## src/rtl/instruction_buffer_pkg.sv

```systemverilog
// Shared constants and helpers for the instruction buffer.
package instruction_buffer_pkg;

  localparam int IB_N     = 32;
  localparam int IB_DEPTH = 4;

  // Pointer width for a power-of-2 depth; never narrower than one bit.
  function automatic int ptr_width(input int depth);
    int w;
    w = 0;
    while ((1 << w) < depth) w++;
    return (w < 1) ? 1 : w;
  endfunction

endpackage

```

## src/rtl/ib_storage.sv

```systemverilog
// DEPTH x N register array: one synchronous write port, one asynchronous read port.
module ib_storage
  import instruction_buffer_pkg::*;
#(
  parameter int N     = IB_N,
  parameter int DEPTH = IB_DEPTH,
  parameter int PW    = ptr_width(IB_DEPTH)
) (
  input  logic          clock,
  input  logic          we,
  input  logic [PW-1:0] waddr,
  input  logic [N-1:0]  wdata,
  input  logic [PW-1:0] raddr,
  output logic [N-1:0]  rdata
);

  logic [N-1:0] mem [DEPTH];

  // NOTE: the data array has no reset; validity is tracked by the pointers
  // and count, so clearing the words would only cost a reset fan-out.
  always_ff @(posedge clock) begin
    if (we) mem[waddr] <= wdata;
  end

  assign rdata = mem[raddr];

endmodule

```

## src/rtl/instruction_buffer.sv

```systemverilog
// Circular FIFO between fetch and decode with flush for branch redirects.
// Define INSTRUCTION_BUFFER_BYPASS_EN to add a same-cycle D->Q path when empty.
module instruction_buffer
  import instruction_buffer_pkg::*;
#(
  parameter int N     = IB_N,
  parameter int DEPTH = IB_DEPTH
) (
  input  logic                       clock,
  input  logic                       R,
  input  logic [N-1:0]               D,
  input  logic                       in_valid,
  output logic                       in_ready,
  input  logic                       flush,
  output logic [N-1:0]               Q,
  output logic                       out_valid,
  input  logic                       out_ready,
  output logic [$clog2(DEPTH+1)-1:0] count
);

  localparam int PW = ptr_width(DEPTH);
  localparam int CW = $clog2(DEPTH+1);

  logic [PW-1:0] wr_ptr;
  logic [PW-1:0] rd_ptr;
  logic [N-1:0]  head;
  logic          empty;
  logic          push;
  logic          pop;
  logic          store_push;
  logic          store_pop;

  assign empty    = (count == '0);
  assign in_ready = (count < CW'(DEPTH)) && !R && !flush;
  assign push     = in_valid && in_ready;
  assign pop      = out_valid && out_ready;

`ifdef INSTRUCTION_BUFFER_BYPASS_EN
  logic bypass;

  // An offered word goes straight to decode when nothing is queued ahead of it.
  assign bypass     = empty && push;
  assign out_valid  = !empty || bypass;
  assign store_push = push && !(bypass && out_ready);
  assign store_pop  = pop && !empty;

  always_comb begin
    Q = '0;
    if (!empty)      Q = head;
    else if (bypass) Q = D;
  end
`else
  assign out_valid  = !empty;
  assign store_push = push;
  assign store_pop  = pop;
  assign Q          = out_valid ? head : '0;
`endif

  ib_storage #(
    .N     (N),
    .DEPTH (DEPTH),
    .PW    (PW)
  ) u_storage (
    .clock (clock),
    .we    (store_push),
    .waddr (wr_ptr),
    .wdata (D),
    .raddr (rd_ptr),
    .rdata (head)
  );

  // NOTE: sequential state uses non-blocking assignments so every register
  // samples pre-edge values regardless of statement order.
  always_ff @(posedge clock) begin
    if (R || flush) begin
      wr_ptr <= '0;
      rd_ptr <= '0;
      count  <= '0;
    end else begin
      // Pointers wrap naturally because DEPTH is a power of 2.
      if (store_push) wr_ptr <= wr_ptr + 1'b1;
      if (store_pop)  rd_ptr <= rd_ptr + 1'b1;
      case ({store_push, store_pop})
        2'b10:   count <= count + 1'b1;
        2'b01:   count <= count - 1'b1;
        default: count <= count;
      endcase
    end
  end

endmodule
```

## config.mk

```make
export PLATFORM = sky130hd
export DESIGN_NAME = instruction_buffer
export DESIGN_NICKNAME = d
export VERILOG_FILES = /design/src/rtl/instruction_buffer_pkg.sv /design/src/rtl/ib_storage.sv /design/src/rtl/instruction_buffer.sv
export SDC_FILE = /design/constraint.sdc
export NUM_CORES = 1
export LEC_CHECK = 0
export CORE_MARGIN = 1
export CORE_UTILIZATION = 45
export DETAILED_ROUTE_END_ITERATION = 7
export GPL_ROUTABILITY_DRIVEN = 0
export PLACE_DENSITY = 0.67
export SLEW_MARGIN = 5
export SYNTH_ARGS = -nofsm -noshare
export SYNTH_HDL_FRONTEND = slang
export SYNTH_SLANG_ARGS = --single-unit
```

## constraint.sdc

```tcl
create_clock -name clock -period 2.3 [get_ports clock]
set_input_delay 0.46 -clock clock [delete_from_list [all_inputs] [get_ports clock]]
set_output_delay 0.46 -clock clock [all_outputs]
set_load 0.1 [all_outputs]
```

==> results.txt <==
----------------------------------------------------
[STA]
  Final Hold Violating Endpoints ... 0
  Post-route clock skew ... 0.00409 ns
  Maximum clock frequency ... 431 MHz
  Number of pins with negative max-slew slack in the final report ... 0
  Final setup vio count ... 7
  Transition time at the pin with the least slew margin ... 0.357 ns
  PnR worst setup slack ... -0.0195 ns
  Setup repair after global routing missed its margin ... yes
  Relative slew slack ... 76.2%
  Share of the cycle needed by the critical path after routing ... 101%
  Fin crit period ... 2.32 ns

[Clock tree]
  Number of hold buffers added after CTS ... 0
  Cts bufs inserted ... 17
  Clock transition at the registers of the reported paths ... 0.05 ns
  Latest clock arrival within the worst-skew pair ... 0.40 ns
  Sinks on Clock Net ... 137
  Clock Root Buffer ... clkbuf_16
  Maximum clock path buffer count ... 2
  H-tree depth ... 4
  CTS tree ... built
  Count of buffers added by post-CTS timing repair for setup ... 0

[Final layout]
  Share of cells above drive strength 1 ... 45.1%
  Post-route cell area ... 7680 um2
  Filler cell count ... 754
  Register Area ... 4030 um2
  Area growth from synthesis to final layout ... 42.1%
  Area used by multi-input combinational logic ... 1440 um2
  Count of antenna diodes in the layout ... 0
  Number of nets in the layout ... 400

[Floorplan]
  Vertical extent of the die ... 112 um
  Horiz. Die Dim ... 112 um
  Placeable core region ... 11,600 um2
  Overall die area ... 12,400 um2
  Rows ... 39
  Effective utilization at floorplan ... 46.7%
  Number of I/O pins ... 74

[Routing]
  Number of violations reported at the end of detailed-routing iteration 0 ... 161
  Routed vias/inst ... 5.19
  Total wire length after detailed routing ... 9880 um
  Total number of vias ... 2,663
  Router iterations before antenna repair ... 8
  Detail Route Antenna Nets ... 0
  Remaining DRCs ... 5
  Routed wire length per instance ... 19.3 um

[Global route]
  Global Route Usage Sum ... 17.1%
  Number of antenna violations at the first check in global routing ... 0
  Maximum number of pins on one net before global-route repair ... 32
  Gr ovfl total ... 0
  Global-route wire length before repair ... 15,400 um
  Number of global-route vias before repair ... 2,891

[Critical path]
  Startpoint-to-endpoint class of the critical path ... flop to output pin
  Category of the worst setup path launch point ... flop
  Required time of the critical path ... 1.84 ns
  Sort of element at the end of the critical path ... output pin
  Worst endpoint data arrival time ... 1.86 ns
  Worst-path maximum fanout ... 9

[Pwr]
  Leakage ... 2.57 nW
  Power density over the cells ... 759 nW/um2
  Clock network fraction of total power ... 46.3%
  Sequential share of power ... 47.3%
  Switching fraction of total power ... 20.6%
  Logic gate share of total power ... 6.4%
  Maximum ir drop on the vdd rail ... 0.521 mV
  Power spent charging and discharging nets ... 1.20 mW
  Internal Pwr Total ... 4.63 mW

[Placement]
  Worst Setup Slack post-DPL ... -0.104 ns
  Total placed instance area ... 7020 um2
  HPWL reported at the end of detailed placement ... 5940 um
  Count of input and output buffers ... 73

[Min path]
  Worst hold-check path type ... flop to flop

[Synth]
  Synth Net Count ... 298
  Post-synthesis sequential element count ... 137
  Distinct cells, synth ... 25
  Number of synthesis warnings ... 0
  Sequential fraction of the synthesis area ... 74.5%
  Count of mapped cells out of synthesis ... 255
  Average cell area after synthesis ... 21.2 um2
  Mapped Area ... 5400 um2

[Run status]
  Violated checks ... design-rule violations, negative setup slack
  Status ... complete, but fails checks

[Flow run]
  Total of max-cap violations ... 0

----------------------------------------------------
area by class of cell:
cell class,instances,share of cell area (%)
Clock buffer,18,5.59
Inverter,8,0.440
Clock inverter,14,2.27
Sequential cell,137,52.5
Timing Repair Buffer,94,18.1
Multi-Input combinational cell,99,18.7
Tap cell,143,2.33
timing repair:
item / in CTS / in global routing
gates cloned: 1 / 1
gates resized for setup: 5 / 1
setup endpoints to repair: 30 / 27
kinds of logic after synthesis:
logic type,Yosys count,synth area share [%]
simple gates,50,6.58
buf+inv,19,2.50
mux,32,13.5
xor+xnor,4,0.649
compound gates,7,0.741
fa+ha+maj,6,1.53
flops,137,74.5
power groups by stage:
stage | clock (mW) | combinational (mW) | sequential (mW)
detailed placement | 0 | 0.371 | 2.81
CTS | 2.74 | 0.375 | 2.75
finish | 2.70 | 0.373 | 2.75
floorplan | 0 | 0.189 | 2.81
global placement | 0 | 0.365 | 2.80
global route | 2.85 | 0.389 | 2.75
flip-flops by register name, indices dropped and copies added, names as in the netlist, named ones only:
signal	count
u_storage.mem	128
rd_ptr	2
count	3
wr_ptr	2
synth_stat cells (all sizes together):
library cell / number / area (um2)
ha: 5 / 62.6
nand2: 2 / 7.51
inv: 8 / 30.0
buf: 10 / 101
nor2b: 32 / 238
edfxtp: 128 / 3840
fa: 1 / 20.0
o31ai: 2 / 15.0
or2: 1 / 6.26
a21oi: 3 / 15.0
or3: 2 / 12.5
nor3: 1 / 16.3
xnor2: 1 / 8.76
clkbuf: 1 / 3.75
mux4: 32 / 728
and2: 4 / 25.0
o21ai: 2 / 10.0
nor2: 7 / 26.3
nor4b: 1 / 23.8
dfxtp: 9 / 180
xor2: 3 / 26.3
metrics by stage:
| step | TNS [ns] | utilization, % | instances | hold slack [ns] | power, mW |
|---|---|---|---|---|---|
| 2_1_floorplan | 0 | - | 255 | 0.459 | 3.00 |
| 3_3_place_gp | -0.0214 | 60.7 | 479 | 0.472 | 3.17 |
| 3_5_place_dp | -0.104 | 60.7 | 479 | 0.478 | 3.18 |
| 4_1_cts | -0.680 | 66.1 | 512 | 0.494 | 5.87 |
| 5_1_grt | -1.56 | 66.4 | 513 | 0.521 | 5.99 |
| 6_report | -0.0584 | 66.4 | 513 | 0.495 | 5.82 |
routing by layer:
metal	track usage [%]	share of wire (%)	vias to the layer above
met5	0	0	-
met4	6.31	1.2	0
met3	4.52	4.5	10
met2	29.9	54	67
met1	20.5	41	1372
li1	-	-	1214
critical path, stage by stage, from the launching register on:
cell     delay [ns]
dfxtp_4        0.43
buf_12         0.17
mux4_2         0.51
nor2b_4        0.16
buf_12         0.18
worst paths after layout:
path              from        to  slack, ns  cells past startpoint
min reg2reg  rd_ptr[1]      flop       0.50                      2
max reg2reg   count[2]  count[2]       0.38                      8
max               flop     Q[31]      -0.02                      4
min          rd_ptr[1]      flop       0.50                      2
layout by cell type (no fill, tap or decap), drive strengths merged, types with 4 or more instances in the layout:
cell	n
buf	56
edfxtp	128
clkbuf	20
dfxtp	9
nor2b	32
and2	4
clkdlybuf4s50	36
inv	8
nor2	7
clkinvlp	5
mux4	32
clkinv	6
ha	5
(Power assumes the default switching activity.)
